## config.mk

```make
export PLATFORM = sky130hd
export DESIGN_NAME = mestpro_sequencer
export DESIGN_NICKNAME = d
export VERILOG_FILES = /design/src/rtl/mestpro_pkg.sv /design/src/rtl/mestpro_prog_mem.sv /design/src/rtl/mestpro_sequencer.sv
export SDC_FILE = /design/constraint.sdc
export NUM_CORES = 1
export LEC_CHECK = 0
export BUFFER_PORTS_ARGS = -buffer_cell sky130_fd_sc_hd__buf_2
export CORE_ASPECT_RATIO = 1.2
export CORE_MARGIN = 2
export CORE_UTILIZATION = 30
export CTS_BUF_LIST = sky130_fd_sc_hd__clkbuf_8
export DETAILED_ROUTE_END_ITERATION = 8
export HOLD_SLACK_MARGIN = 0.02
export SLEW_MARGIN = 10
export SYNTH_ARGS = -nofsm -noshare
export SYNTH_HDL_FRONTEND = slang
export SYNTH_SLANG_ARGS = --single-unit
```

## constraint.sdc

```tcl
create_clock -name CLK -period 3.4 [get_ports CLK]
set_input_delay 0.51 -clock CLK [delete_from_list [all_inputs] [get_ports CLK]]
set_output_delay 0.51 -clock CLK [all_outputs]
set_load 0.005 [all_outputs]
```

## src/rtl/mestpro_pkg.sv

```systemverilog
// ---------------------------------------------------------------------------
// mestpro_pkg
// Shared definitions for the MESTPRO instruction sequencer: opcode values
// understood by the downstream accumulator core, program-memory depth and
// word layout, and the sequencer FSM state encoding.
// ---------------------------------------------------------------------------
package mestpro_pkg;

    // Opcodes of the downstream accumulator core. The sequencer itself only
    // cares about OP_HALT; every other value is forwarded untouched.
    localparam logic [7:0] OP_HALT   = 8'd0;
    localparam logic [7:0] OP_LOAD_A = 8'd1;
    localparam logic [7:0] OP_ADD    = 8'd2;
    localparam logic [7:0] OP_SUB    = 8'd3;
    localparam logic [7:0] OP_AND    = 8'd4;
    localparam logic [7:0] OP_OR     = 8'd5;
    localparam logic [7:0] OP_XOR    = 8'd6;
    localparam logic [7:0] OP_OUT    = 8'd7;

    // Program memory geometry
    localparam int PROG_DEPTH = 16;
    localparam int ADDR_W     = 4;

    // One program word: opcode in the upper byte, operand in the lower byte
    typedef struct packed {
        logic [7:0] opcode;
        logic [7:0] operand;
    } prog_word_t;

    // Sequencer FSM states
    typedef enum logic [1:0] {
        ST_IDLE = 2'd0,
        ST_RUN  = 2'd1,
        ST_FIN  = 2'd2
    } seq_state_t;

endpackage

```

## src/rtl/mestpro_prog_mem.sv

```systemverilog
// ---------------------------------------------------------------------------
// mestpro_prog_mem
// 16 x 16-bit program store for the sequencer. Synchronous write,
// combinational (asynchronous) read. Contents are deliberately not reset so
// a program survives a reset of the sequencer.
//
// Ports:
//   clk      - write clock
//   wr_en    - write enable (qualified by the caller)
//   wr_addr  - write address
//   wr_data  - {opcode, operand} to store
//   rd_addr  - read address
//   rd_data  - {opcode, operand} at rd_addr, combinational
// ---------------------------------------------------------------------------
module mestpro_prog_mem
    import mestpro_pkg::*;
(
    input  logic                clk,
    input  logic                wr_en,
    input  logic [ADDR_W-1:0]   wr_addr,
    input  logic [15:0]         wr_data,
    input  logic [ADDR_W-1:0]   rd_addr,
    output logic [15:0]         rd_data
);

    logic [15:0] mem [PROG_DEPTH];

    always_ff @(posedge clk) begin
        if (wr_en) begin
            mem[wr_addr] <= wr_data;
        end
    end

    assign rd_data = mem[rd_addr];

endmodule

```

## src/rtl/mestpro_sequencer.sv

```systemverilog
// ---------------------------------------------------------------------------
// mestpro_sequencer
// Steps through a small program memory and presents one {opcode, operand}
// pair per cycle to a downstream accumulator core. Execution starts at
// address 0 on START, stalls on PAUSE, and ends on a HALT opcode or after
// the word at the last address has been issued. A one-cycle DONE pulse marks
// completion.
//
// Ports:
//   CLK          - rising-edge clock
//   RESET        - asynchronous active-low reset
//   LOAD_EN      - write one program word (honoured only while idle)
//   LOAD_ADDR    - program write address
//   LOAD_OPCODE  - opcode to store
//   LOAD_OPERAND - operand to store
//   START        - begin execution at address 0 (honoured only while idle)
//   PAUSE        - suppress issue this cycle
//   INSTRUCTION  - registered opcode to the core (0 when nothing is issued)
//   IN_DATA      - registered operand, holds its last issued value
//   BUSY         - high while running
//   DONE         - one-cycle completion pulse
//   PC           - current fetch address
// ---------------------------------------------------------------------------
module mestpro_sequencer
    import mestpro_pkg::*;
(
    input  logic        CLK,
    input  logic        RESET,
    input  logic        LOAD_EN,
    input  logic [3:0]  LOAD_ADDR,
    input  logic [7:0]  LOAD_OPCODE,
    input  logic [7:0]  LOAD_OPERAND,
    input  logic        START,
    input  logic        PAUSE,
    output logic [7:0]  INSTRUCTION,
    output logic [7:0]  IN_DATA,
    output logic        BUSY,
    output logic        DONE,
    output logic [3:0]  PC
);

    seq_state_t        state;
    seq_state_t        next_state;
    logic [ADDR_W-1:0] pc;
    logic [ADDR_W-1:0] pc_next;
    logic [7:0]        instr;
    logic [7:0]        instr_next;
    logic [7:0]        in_data;
    logic [7:0]        in_data_next;
    logic [15:0]       rd_data;
    prog_word_t        fetch_word;
    logic              mem_wr_en;

    localparam logic [ADDR_W-1:0] LAST_ADDR = ADDR_W'(PROG_DEPTH - 1);

    // Loading is only allowed while idle so a running program never sees its
    // own words change underneath it.
    assign mem_wr_en = LOAD_EN && (state == ST_IDLE);

    mestpro_prog_mem u_prog_mem (
        .clk     (CLK),
        .wr_en   (mem_wr_en),
        .wr_addr (LOAD_ADDR),
        .wr_data ({LOAD_OPCODE, LOAD_OPERAND}),
        .rd_addr (pc),
        .rd_data (rd_data)
    );

    assign fetch_word = prog_word_t'(rd_data);

    // State and datapath registers. The program memory is outside this reset.
    always_ff @(posedge CLK or negedge RESET) begin
        if (!RESET) begin
            state   <= ST_IDLE;
            pc      <= '0;
            instr   <= 8'd0;
            in_data <= 8'd0;
        end else begin
            state   <= next_state;
            pc      <= pc_next;
            instr   <= instr_next;
            in_data <= in_data_next;
        end
    end

    // Next-state and next-output logic. INSTRUCTION defaults to 0 so that
    // idle, finishing, paused and halting cycles all present a bubble; the
    // operand register simply holds unless a real word is issued. PAUSE is
    // checked before the opcode so a stalled HALT is not acted upon. Issuing
    // the last address lets pc wrap naturally to 0 while the FSM finishes.
    always_comb begin
        next_state   = state;
        pc_next      = pc;
        instr_next   = 8'd0;
        in_data_next = in_data;
        case (state)
            ST_IDLE: begin
                if (START) begin
                    next_state = ST_RUN;
                    pc_next    = '0;
                end
            end
            ST_RUN: begin
                if (!PAUSE) begin
                    if (fetch_word.opcode == OP_HALT) begin
                        next_state = ST_FIN;
                    end else begin
                        instr_next   = fetch_word.opcode;
                        in_data_next = fetch_word.operand;
                        pc_next      = pc + 1'b1;
                        if (pc == LAST_ADDR) begin
                            next_state = ST_FIN;
                        end
                    end
                end
            end
            ST_FIN: begin
                next_state = ST_IDLE;
            end
            default: begin
                next_state = ST_IDLE;
            end
        endcase
    end

    assign INSTRUCTION = instr;
    assign IN_DATA     = in_data;
    assign PC          = pc;
    assign BUSY        = (state == ST_RUN);
    assign DONE        = (state == ST_FIN);

endmodule
```

# Word-level counts from Yosys, hierarchy flattened
# Memories as Yosys holds them, arrays and structs flattened.
# Index checks and enable logic that the tools add are counted.
dict set report classes {
  bitwise_logic 2
  multipliers 0
  div 0
  n_lt_le_gt_ge 0
  mux 14
  eq_ne 7
  add_sub_neg 1
  reduce_logical 7
  n_shift 0
}
# op count
set ops {}
lappend ops {{$mux W8} 3}
lappend ops {{$mux W4} 3}
lappend ops {{$logic_not A8 Y1} 1}
lappend ops {{$mux W2} 4}
lappend ops {{$pmux W4 S2} 1}
lappend ops {{$ne A2 B2 Y1 const B} 3}
lappend ops {{$reduce_and A3 Y1} 2}
lappend ops {{$add A4 B1 Y4 const B} 1}
lappend ops {{$eq A4 B4 Y1 const B} 1}
lappend ops {{$pmux W2 S2} 1}
lappend ops {{$reduce_and A4 Y1} 1}
lappend ops {{$ne A3 B1 Y1 const B} 1}
lappend ops {{$eq A2 B1 Y1 const B} 1}
lappend ops {{$eq A2 B2 Y1 const B} 1}
lappend ops {{$logic_not A2 Y1} 1}
lappend ops {{$mux W1} 2}
lappend ops {{$not A1 Y1} 2}
lappend ops {{$reduce_bool A2 Y1} 1}
lappend ops {{$logic_and A1 B1 Y1} 1}
dict set report word_totals {
  inputBits 25
  wordCells 36
  output_inout_bits 22
  mem_bits_ro 0
  regBits 22
  mem_count 1
  latch_bits 0
  ramBits 256
}
# memory words word_bits read_ports rd_ports_with_merged_regs write_ports line
set memory_table {}
lappend memory_table {u_prog_mem.mem 16 16 1 0 1 mestpro_prog_mem.sv:26} ;# logic [15:0] mem [PROG_DEPTH];

# Depth between registers and ports, before layout
dict set report depth {
  depth_word 5
  mapped_depth 11
  ltp_nobuf 7
}

# Cells and area by module
# From an unflattened synthesis, not the netlist that was laid out.
dict set report unflattened {
  hier_cells 485
  hier_area_um2 10689.0
}
# mod n_inst area_per_inst_um2 cells_each seq_area_each_um2
set modules_own_cells {}
lappend modules_own_cells {mestpro_prog_mem 1 9723.1 416 7687.4}
lappend modules_own_cells {mestpro_sequencer 1 965.9 69 550.5}

# Worst setup path after synthesis
# OpenSTA, ideal clock, no wires.
dict set report synth_path {
  path_kind {register to register}
  start {register pc[1], in the netlist PC[1]}
  end {register in_data[0], in the netlist IN_DATA[0]}
  required_time_ns 3.273
  path_stages_with_launch 10
  arrival_time_ns 3.117
  setup_slack_ns 0.156
  setup_time_ns 0.127
  period_less_slack_ns 3.244
  path_buffers 3
  path_cell_list {dfrtp_1 > buf_2 > clkbuf_1 > mux4_2 > mux4_2 > or4_4 > nor4_4 > nand2b_1 > buf_6 > mux2_1}
}
dict set report synth_via {
  elab_chain_len 4
}
# element line
set synth_lines {}
lappend synth_lines {{start, declared} mestpro_sequencer.sv:44} ;# logic [ADDR_W-1:0] pc;
lappend synth_lines {{start signal, assigned} mestpro_sequencer.sv:80} ;# pc <= pc_next;
lappend synth_lines {{$mem_v2 Z16 W16 (*)} -}
lappend synth_lines {{$logic_not A8 Y1} mestpro_sequencer.sv:105} ;# if (fetch_word.opcode == OP_HALT) begin
lappend synth_lines {{$not A1 Y1 (no line)} -}
lappend synth_lines {{$reduce_and A3 Y1 (no line)} -}
lappend synth_lines {{end signal, assigned} mestpro_sequencer.sv:82} ;# in_data <= in_data_next;
lappend synth_lines {{end, declared} mestpro_sequencer.sv:48} ;# logic [7:0] in_data;
# Mark *: on every way between the ends. The rest lies on a longest branch, timed or not.
# A chain may end at the register's enable or synchronous reset.

# Final worst setup path
dict set report layout_path {
  start {register pc[1], in the netlist PC[1]}
  end {register in_data[5], in the netlist IN_DATA[5]}
}
# Same word-level chain as after synthesis.

==> results.txt <==
Status: finished, final reports clean
Slew @ Worst Pin: 0.682 ns
Fraction of final layout cells sized beyond drive strength 1: 36.9%
Commonest non-fill, non-tap cell in the layout: edfxtp_1
Vias per cell: 4.75
Initial Util: 30.5%
Top Ports: 47
Worst Clk Skew: 0.0187 ns
Die area: 37100 um^2
Vias: 5118
Leakage: 0.00412 uW
Critical Path End: IN_DATA[5]
R2R depth: 8
Unique masters post-synth: 38
Syn Std Cell Area: 10700 um^2
R2R setup slack: 0.21 ns
Seq/Total Area, Yosys: 77.2%
Fraction of registers with async set or reset after synthesis: 7.91%
Die Y: 211 um
Tot Pwr: 8970 uW
Max Cap Violations: 0
Port Buffer Count: 46
Startpoint types: register
Syn Nets: 502
Htree depth: 2
Critical Path AT: 3.60 ns
Cells after Synth: 476
Slew Limit Fails: 0
Number of global-route vias before repair: 5575
Synth top area share: 72.1%
Clock slew at reported path FFs: 0.07 ns
Row count: 75
Count of final setup violators: 0
Hold/Removal Path Class: input port to register
EDFF count, synth: 256
TritonCTS clock tree: yes
Routed Antenna Nets: 0
Drt pass-1 iters: 4
Clock root cell: clkbuf_8
Largest net degree at the start of global routing: 41
Post-cts resize count: 0
Die width: 176 um
Total GRT Usage: 13.1%
Unrepaired setup endpoints after global routing: no
Main flop type after synthesis: edfxtp_1
Syn avg cell area: 22.4 um^2
Crit Path Class: register to register
Worst slew margin: 54.3%
Global-route wire length before repair: 35400 um
Final GP Congestion: 0.749
VDD IR max: 0.250 mV
Clk Latency, worst-skew pair: 0.54 ns
CP required: 3.82 ns
Crit path from: PC[1]
Minimum clock period after layout: 3.19 ns
Setup_tns: 0 ns
Ys Warns: 0
Clock tree sinks: 278
Core footprint: 35000 um^2
Post-DP HPWL: 14400 um
Inserted Diodes: 0
Wire length per cell: 22.1 um
Nets: 609
CTS buffer count: 45
Leading area contributor after synthesis: edfxtp_1
Max Buffers Root-to-Sink: 3
Dpl ws: 0.114 ns
Drt drc: 0
Setup slack after layout: 0.214 ns
Gr ovfl total: 0
Critical path fanouts, max: 40
Area Overhead vs Synth: 18.4%
Crit. End Element: register
Synth Register Bits: 278
Antenna violations before repair: 1
FILL cells: 3197
Commonest cells after routing, fill and taps aside: 256 x edfxtp_1, 69 x mux4_2, 49 x clkbuf_8
PwrDens: 711 nW/um^2
Reg-to-Reg Start: PC[1]
Top area cells in the synthesized netlist: edfxtp_1 72%, mux4_2 15%, dfrtp_1 5.2%, mux2i_1 1.3%, mux2_1 0.84%
Fmax: 0.314 GHz
Drt initial violations: 663
Final cycle utilization of the critical path: 93.7%
WL final: 23800 um
Final hold viol count: 0
Worst r2r dst: IN_DATA[5]
[cells in the mapped netlist (all sizes together), types with 4 or more instances]
cell    count
a221oi      7
o21ai       4
dfrtp      22
edfxtp    256
nand2       5
mux2i      14
buf        13
nor2       16
nor3        5
clkbuf      9
nand2b      8
mux4       69
and2        7
mux2        8
[worst min-delay path by stage]
stage,depth (start not counted),endpoint,from,slack (ns)
finish,3,PC[0],PAUSE,0.33
global route,3,PC[0],PAUSE,0.29
CTS,3,PC[0],PAUSE,0.29
detailed placement,1,INSTRUCTION[0],RESET,0.55
global placement,1,INSTRUCTION[0],RESET,0.53
floorplan,0,INSTRUCTION[0],RESET,0.21
[repair_timing]
item | 4_1_cts | 5_1_grt
hold buffers | 1 | 0
setup endpoints to repair | 0 | 8
hold endpoints to repair | 22 | 0
buffers inserted | 0 | 2
[layout make-up]
class	count	area (um^2)	area share [%]
Sequential cell	278	8240	65.3
Multi-Input combinational cell	173	2360	18.7
Clock buffer	49	674	5.34
Tap cell	462	578	4.58
Timing Repair Buffer	82	557	4.41
Clock inverter	30	201	1.60
Inverter	3	11.3	0.0892
[layer usage]
layer	GRT usage [%]	share of wire, %
met1	17.5	41
met2	21.5	49
met3	2.99	7.5
met4	3.88	1.9
met5	0	0.046
[worst max-delay path, cell delays in order (launching register included)]
cell and delay [ns]:
dfrtp_2 0.63, buf_4 0.58, mux4_2 0.39, a22oi_1 0.24
o2111ai_1 0.22, nor4_4 0.29, nand2b_1 0.19, buf_12 0.15
mux2_1 0.33
[metrics by stage]
stage	hold WS (ns)	cell area [um^2]	cells	util [%]
after detailed placement	0.547	11700	995	33.4
after CTS	0.292	12600	1075	36.0
after floorplan	0.214	10700	476	-
final	0.330	12600	1077	36.1
after global routing	0.291	12600	1077	36.1
after global placement	0.532	11700	995	33.4
[cells by family (layout without fill, tap and decap cells)]
group                    count (synthesis)  in the layout  share of synthesized area (%)
AND/OR/NAND/NOR                         53             53                           2.84
adder cells (fa/ha/maj)                  1              1                          0.117
AO/OA/AOI/OAI                           28             28                           1.97
buffers and inverters                   25            164                           1.09
flip-flops                             278            278                           77.2
multiplexers                            91             91                           16.7
[state kept, by name, indices dropped and copies added (netlist names)]
| name | count |
|---|---|
| u_prog_mem.mem | 256 |
| INSTRUCTION | 8 |
| IN_DATA | 8 |
| PC | 4 |
| state | 2 |
[where the power goes]
| group | total, uW | internal, uW | switching, uW |
|---|---|---|---|
| Clock | 2790 | 1550 | 1240 |
| Combinational | 2130 | 1150 | 984 |
| Sequential | 4050 | 3880 | 167 |
| Total | 8970 | 6580 | 2390 |
No activity file was read; power rests on OpenSTA's default activity.
